File: config.mk
export PLATFORM = sky130hd
export DESIGN_NAME = sync_fifo_param
export DESIGN_NICKNAME = d
export VERILOG_FILES = /design/src/rtl/sync_fifo_pkg.sv /design/src/rtl/sync_fifo_mem.sv /design/src/rtl/sync_fifo_param.sv
export SDC_FILE = /design/constraint.sdc
export NUM_CORES = 1
export LEC_CHECK = 0
export CAP_MARGIN = 40
export CORE_ASPECT_RATIO = 1.1
export CORE_MARGIN = 1
export CORE_UTILIZATION = 55
export DETAILED_ROUTE_END_ITERATION = 10
export DONT_BUFFER_PORTS = 1
export PLACE_DENSITY = 0.7
export SKIP_LAST_GASP = 1
export SYNTH_ARGS = -nofsm -noshare
export SYNTH_HDL_FRONTEND = slang
export SYNTH_SLANG_ARGS = --single-unit
File: constraint.sdc
create_clock -name clk -period 2.9 [get_ports clk]
set_clock_uncertainty 0.1 [all_clocks]
set_input_delay 0.58 -clock clk [delete_from_list [all_inputs] [get_ports clk]]
set_output_delay 0.58 -clock clk [all_outputs]
set_load 0.005 [all_outputs]
File: src/rtl/sync_fifo_pkg.sv
// sync_fifo_pkg: shared mode type, default sizes and parameter-legality helpers for sync_fifo_param
package sync_fifo_pkg;

    typedef enum logic {FIFO_STD, FIFO_FWFT} fifo_mode_e;

    localparam int DEF_DATA_W   = 8;
    localparam int DEF_DEPTH    = 8;
    localparam int DEF_AF_LEVEL = DEF_DEPTH - 2;
    localparam int DEF_AE_LEVEL = 2;

    function automatic bit depth_ok(input int depth);
        return depth >= 2 && (depth & (depth - 1)) == 0;
    endfunction

    function automatic bit levels_ok(input int af, input int ae, input int depth);
        return af >= 1 && af <= depth && ae >= 0 && ae <= depth - 1 && ae < af;
    endfunction

endpackage

File: src/rtl/sync_fifo_mem.sv
// sync_fifo_mem: FIFO storage array, one synchronous write port and one asynchronous read port
// Ports: clk, i_we/i_waddr/i_wdata write port, i_raddr/o_rdata combinational read port. No reset.
module sync_fifo_mem #(
    parameter int DATA_W = 8,
    parameter int DEPTH  = 8,
    parameter int AW     = 3
)(
    input  logic              clk,
    input  logic              i_we,
    input  logic [AW-1:0]     i_waddr,
    input  logic [DATA_W-1:0] i_wdata,
    input  logic [AW-1:0]     i_raddr,
    output logic [DATA_W-1:0] o_rdata
);

    logic [DATA_W-1:0] r_mem [DEPTH];

    always_ff @(posedge clk) begin
        if (i_we) r_mem[i_waddr] <= i_wdata;
    end

    assign o_rdata = r_mem[i_raddr];

endmodule

File: src/rtl/sync_fifo_param.sv
// sync_fifo_param: parametrised single-clock FIFO with level thresholds, error pulses and STD/FWFT read modes
// Ports: clk, reset (async, active-low); w_en/data_in write side; r_en/data_out read side;
//        counter occupancy 0..DEPTH; full/empty/almost_full/almost_empty decoded from counter;
//        overflow/underflow one-cycle pulses for rejected writes/reads.
module sync_fifo_param
    import sync_fifo_pkg::*;
#(
    parameter int         DATA_W   = DEF_DATA_W,
    parameter int         DEPTH    = DEF_DEPTH,
    parameter int         AF_LEVEL = DEPTH - 2,
    parameter int         AE_LEVEL = DEF_AE_LEVEL,
    parameter fifo_mode_e MODE     = FIFO_STD,
    localparam int        AW       = $clog2(DEPTH),
    localparam int        CW       = $clog2(DEPTH + 1)
)(
    input  logic              clk,
    input  logic              reset,
    input  logic              w_en,
    input  logic              r_en,
    input  logic [DATA_W-1:0] data_in,
    output logic [DATA_W-1:0] data_out,
    output logic [CW-1:0]     counter,
    output logic              full,
    output logic              empty,
    output logic              almost_full,
    output logic              almost_empty,
    output logic              overflow,
    output logic              underflow
);

    if (!depth_ok(DEPTH)) begin : g_bad_depth
        $error("sync_fifo_param: DEPTH must be a power of two >= 2");
    end
    if (!levels_ok(AF_LEVEL, AE_LEVEL, DEPTH)) begin : g_bad_levels
        $error("sync_fifo_param: need 1<=AF_LEVEL<=DEPTH, 0<=AE_LEVEL<DEPTH, AE_LEVEL<AF_LEVEL");
    end
    if (DATA_W < 1) begin : g_bad_width
        $error("sync_fifo_param: DATA_W must be >= 1");
    end

    logic [AW-1:0]     r_wr_ptr;
    logic [AW-1:0]     r_rd_ptr;
    logic [CW-1:0]     r_count;
    logic              r_ovf;
    logic              r_unf;
    logic              w_wr_ok;
    logic              w_rd_ok;
    logic [DATA_W-1:0] w_rdata;

    assign full         = r_count == CW'(DEPTH);
    assign empty        = r_count == '0;
    assign almost_full  = r_count >= CW'(AF_LEVEL);
    assign almost_empty = r_count <= CW'(AE_LEVEL);
    assign counter      = r_count;
    assign overflow     = r_ovf;
    assign underflow    = r_unf;

    // A read on a full FIFO frees the slot the simultaneous write lands in.
    assign w_wr_ok = w_en && (!full || r_en);
    assign w_rd_ok = r_en && !empty;

    // Pointers wrap naturally at DEPTH because DEPTH is a power of two.
    always_ff @(posedge clk or negedge reset) begin
        if (!reset) begin
            r_wr_ptr <= '0;
            r_rd_ptr <= '0;
            r_count  <= '0;
            r_ovf    <= 1'b0;
            r_unf    <= 1'b0;
        end else begin
            r_wr_ptr <= r_wr_ptr + AW'(w_wr_ok);
            r_rd_ptr <= r_rd_ptr + AW'(w_rd_ok);
            r_count  <= r_count + CW'(w_wr_ok) - CW'(w_rd_ok);
            r_ovf    <= w_en && !w_wr_ok;
            r_unf    <= r_en && !w_rd_ok;
        end
    end

    sync_fifo_mem #(
        .DATA_W (DATA_W),
        .DEPTH  (DEPTH),
        .AW     (AW)
    ) u_mem (
        .clk     (clk),
        .i_we    (w_wr_ok && reset),
        .i_waddr (r_wr_ptr),
        .i_wdata (data_in),
        .i_raddr (r_rd_ptr),
        .o_rdata (w_rdata)
    );

    if (MODE == FIFO_FWFT) begin : g_fwft
        assign data_out = empty ? '0 : w_rdata;
    end else begin : g_std
        logic [DATA_W-1:0] r_dout;
        always_ff @(posedge clk or negedge reset) begin
            if (!reset) r_dout <= '0;
            else if (w_rd_ok) r_dout <= w_rdata;
        end
        assign data_out = r_dout;
    end

endmodule

# After elaboration in Yosys (flattened, before gate mapping)
# Memory sizes are Yosys's and may differ from the RTL's. A register that Yosys moved wholly into a read port is not among the register bits.
# Cells that the tools add are included.
# classes
n_reduce_logical	12
mux	2
n_lt_le_gt_ge	2
n_addsub	4
eq_ne	1
# op_table
cell	n
adder 3 x 1 -> 3 bit	2
logical AND 1 bit	5
logical NOT 1 bit	5
adder 4 x 1 -> 4 bit	1
equality test 4 bit (second input constant)	1
>= comparator 4 x 3 -> 1 bit (second input constant)	1
less-or-equal comparator 4 x 2 -> 1 bit (second input constant)	1
logical NOT 4 bit	1
subtractor 4 x 1 -> 4 bit	1
2-to-1 mux 1 bit	2
logical OR 1 bit	1
# totals
input_bits	12
n_memories	1
ramBits	64
register_bits	12
# mem_list
memory	depth	word_bits	rd	rd_clocked_by_memory_dff	wr	line_no	rtl
u_mem.r_mem	8	8	1	1	1	sync_fifo_mem.sv:16	logic [DATA_W-1:0] r_mem [DEPTH];

# Longest topological paths before layout
# depth
word_depth	7
mapped_depth	12

# By module
# A second synthesis with hierarchy kept.
# hier_totals
hier_cells	174
hier_area_um2	3462.1
# modules_own_cells
mod	n_inst	seq_area_each_um2	area_each_um2	cells_per_inst
sync_fifo_mem	1	1921.8	2531.2	106
sync_fifo_param	1	500.5	930.9	68

# Worst setup path after synthesis
# No wires, ideal clock.
# synth_timing
path_kind	reg2reg
from	register r_count[3] (netlist: counter[3])
to	register r_count[2] (netlist: counter[2])
path_buffers	1
required_time_ns	2.678
path_stages_with_launch	12
setup_ns	0.122
arrival_ns	2.276
setup_slack_ns	0.402
cell_sequence	dfrtp_1 inv_1 ha_1 nor3b_1 nand2b_1 buf_2 inv_1 ha_1 inv_1 ha_1 fa_1 xor2_1
# synth_rtl
item	line_no	rtl
start, declared	sync_fifo_param.sv:43	logic [CW-1:0] r_count;
start signal, assigned	sync_fifo_param.sv:73	r_count <= r_count + CW'(w_wr_ok) - CW'(w_rd_ok);
logical NOT 4 bit	sync_fifo_param.sv:51	assign empty = r_count == '0;
logical NOT 1 bit	sync_fifo_param.sv:60	assign w_rd_ok = r_en && !empty;
logical AND 1 bit	sync_fifo_param.sv:60	
via w_rd_ok	sync_fifo_param.sv:47	logic w_rd_ok;
subtractor 4 x 1 -> 4 bit	sync_fifo_param.sv:73	
# The timed path passes the listed nets, and every way through them passes these cells.

# Final worst setup path
# layout_timing
from	register r_count[2] (netlist: counter[2])
to	register r_count[3] (netlist: counter[3])
# layout_between
elab_chain_cells	6
# layout_rtl
item	line_no	rtl
equality test 4 bit	sync_fifo_param.sv:50	assign full = r_count == CW'(DEPTH);
logical NOT 1 bit	sync_fifo_param.sv:59	assign w_wr_ok = w_en && (!full || r_en);
logical OR 1 bit	sync_fifo_param.sv:59	
logical AND 1 bit	sync_fifo_param.sv:59	
adder 4 x 1 -> 4 bit	sync_fifo_param.sv:73	
subtractor 4 x 1 -> 4 bit *	sync_fifo_param.sv:73	
# Mark *: on every way between the ends. The rest lies on a longest branch, timed or not.

==> impl_metrics.json <==
{
  "place_area_um2": 3610,
  "drtIter0Drc": 133,
  "ys_types": 32,
  "synth_ff_type": "edfxtp_1",
  "gp_congestion": 0.749,
  "holdPathEnd": "u_mem.r_mem[4][7]",
  "reg2reg_to": "counter[3]",
  "fin_crit_ns": 2.74,
  "syn-instance-count": 212,
  "drv_slew": 0,
  "ff2ff_path_depth": 11,
  "grt_util_met3_pct": 5.96,
  "ys_seq_area_share_pct": 69.2,
  "regArea_um2": 2420,
  "die_w_um": 78.1,
  "hold_viol": 0,
  "dpl.hpwl_um": 4400,
  "place_ws_ns": 0.185,
  "clk_root_buffer_cell": "clkbuf_8",
  "instances_no_fill": 313,
  "boundaryPins": 30,
  "clock_latency_ns": 0.35,
  "maxCapViolations": 0,
  "drive_gt1_share_pct": 21.9,
  "synth_top_area_cell": "edfxtp_1",
  "cts_tree": "built",
  "antenna_found_initial": 0,
  "port_buffers": 0,
  "critPathMaxStageDelay_ns": 0.48,
  "multi_input_area_um2": 976,
  "fin_area_um2": 3860,
  "place_inst": 295,
  "crit_buf_inv": 3,
  "regToRegSetupSlack_ns": 0.16,
  "gr-max-usage-layer": "met2",
  "syn-num-nets": 237,
  "worstPathArrival_ns": 2.91,
  "fmax_ghz": 0.366,
  "vias": 1831,
  "yosys_warnings": 0,
  "p_leak_nw": 1.47,
  "antenna_cells": 0,
  "ant_nets": 0,
  "outcome": "finished, final reports clean",
  "path_cells": "inv_1 -> ha_1 -> or4b_4 -> and2_1 -> inv_1 -> ha_1 -> inv_1 -> ha_1 -> a21o_1 -> a21oi_1 -> xor2_1",
  "fin_crit_sh_pct": 94.3,
  "rows": 30,
  "die_h_um": 85.7,
  "gr-usage-met1_pct": 27.2,
  "fill_cells": 454,
  "overflow": 0,
  "initial_core_util_pct": 56.9,
  "setup_viol": 0,
  "holdCritStartpoint": "data_in[7]",
  "syn_area_um2": 3500,
  "nNetsFinal": 253,
  "cts_buffer_depth": 2,
  "area_delta_synth_final_pct": 10.2,
  "worst_pin_slew_ns": 0.801,
  "hold_depth": 0,
  "cp_data_required_time_ns": 3.07,
  "cp.depth": 11,
  "design.core.area_um2": 6160,
  "finalWirelength_um": 6800,
  "cts_buffers": 9,
  "worstSetupEndpointType": "register",
  "die_area_um2": 6690,
  "grt_max_degree": 34,
  "ys_top_cells_by_area": "edfxtp_1, dfrtp_1, mux2_2",
  "use_met2_pct": 38.6,
  "synth.avg_cell_area_um2": 16.5,
  "synth_edf_count": 64,
  "synth-seq-cells": 84,
  "vias_per_cell": 5.85,
  "dr.pass1.iters": 4,
  "grtUsageTotal_pct": 22.6,
  "grt_pass1_vias": 1955,
  "cts.clk_slew.worst_paths_ns": 0.08,
  "cts_sinks": 84,
  "htreeDepth": 3,
  "cp_slowest_cell": "or4b_4",
  "rsz0062_at_grt": "false",
  "yosysTopAreaCellShare_pct": 54.9,
  "p_per_area_nw_per_um2": 953,
  "r2r-start": "counter[2]",
  "wire_per_inst_um": 21.7,
  "hp-class": "in -> reg",
  "async_reset_ff_share_pct": 23.8,
  "start_kind": "register",
  "setup_tns_ns": 0,
  "critical_path_class": "reg -> reg",
  "setup_slack_ns": 0.164,
  "crit_fanout": 4,
  "peakVddDrop_mv": 0.611,
  "drc": 0,
  "crit_start": "counter[2]",
  "critPathTopFamily": "simple AND/OR/NAND/NOR gates",
  "grt_pass1_wl_um": 10600,
  "slew_headroom_pct": 46.5
}
[area by class of cell]
type / count / area share (%)
multi-input cells: 111 / 25.3
inverters: 9 / 0.875
well taps: 80 / 2.59
flip-flops and latches: 84 / 62.8
repair buffers: 13 / 2.79
clock inverters: 4 / 1.91
clock buffers: 12 / 3.76
[cells in the mapped netlist (4+ instances only)]
cell type	count
o31ai_2	8
nor2_1	7
edfxtp_1	64
xor2_1	4
a22o_1	8
nand2b_1	4
mux2_2	16
o22ai_1	8
inv_1	9
o21ai_0	8
ha_1	12
dfrtp_1	20
mux2i_1	16
nand2_1	5
[worst max path at each step]
| stage | endpoint | slack [ns] |
|---|---|---|
| after floorplan | counter[2] | 0.40 |
| after global placement | counter[3] | 0.41 |
| after detailed placement | counter[3] | 0.18 |
| after CTS | counter[3] | 0.14 |
| after global routing | counter[3] | 0.04 |
| final | counter[3] | 0.16 |
[registers in the layout (all words and copies together) (netlist names)]
name         cells
overflow         1
underflow        1
r_wr_ptr         3
counter          4
data_out         8
u_mem.r_mem     64
r_rd_ptr         3
[logic make-up after synthesis]
kind of cell,Yosys count,share of synthesized area [%]
buffers and inverters,17,3.07
AOI/OAI and AO/OA,35,8.07
adders and majority gates,13,4.86
and+or+nand+nor,27,4.11
DFF,84,69.2
muxes,32,9.72
xor gates and xnor gates,4,1.00
[where the power goes]
part | internal, mW | total [mW] | switching (mW)
Sequential | 1.51 | 1.67 | 0.162
Clock | 0.510 | 0.913 | 0.403
Combinational | 0.479 | 1.09 | 0.612
Total | 2.50 | 3.68 | 1.18
[routing by layer]
layer	wire (um)	up-vias
met5	0	-
met1	2810	929
met3	338	11
met2	3540	54
li1	-	837
met4	104	0
[cell usage in the layout, fill, tap and decap left out, types with 2 or more instances in the layout]
master	netlist	final
nor3_1	2	2
xor2_1	4	4
o21ai_0	8	8
nor2_1	7	7
edfxtp_1	64	64
buf_4	0	11
nand2_1	5	5
and3_1	2	2
clkbuf_8	0	10
mux2i_1	16	16
clkbuf_1	2	2
mux2_2	16	16
ha_1	12	12
a22o_1	8	8
nand2b_1	4	4
and2_1	2	2
inv_1	9	9
bufinv_16	0	2
dfrtp_1	20	20
o31ai_2	8	8
o22ai_1	8	8
[stage by stage]
| stage | hold WS [ns] | total power, mW | utilization (%) |
|---|---|---|---|
| 6_report | 0.215 | 3.68 | 62.7 |
| 2_1_floorplan | 0.184 | 2.54 | - |
| 3_3_place_gp | 0.185 | 2.69 | 58.7 |
| 5_1_grt | 0.188 | 3.86 | 62.7 |
| 3_5_place_dp | 0.185 | 2.78 | 58.7 |
| 4_1_cts | 0.204 | 3.69 | 62.4 |
[repair_timing]
action,in CTS,in global routing
setup endpoints to repair,0,1
gates resized for setup,0,1
hold buffers,1,0
setup buffers,0,0
hold endpoints to repair,20,0
(Power assumes the default switching activity.)
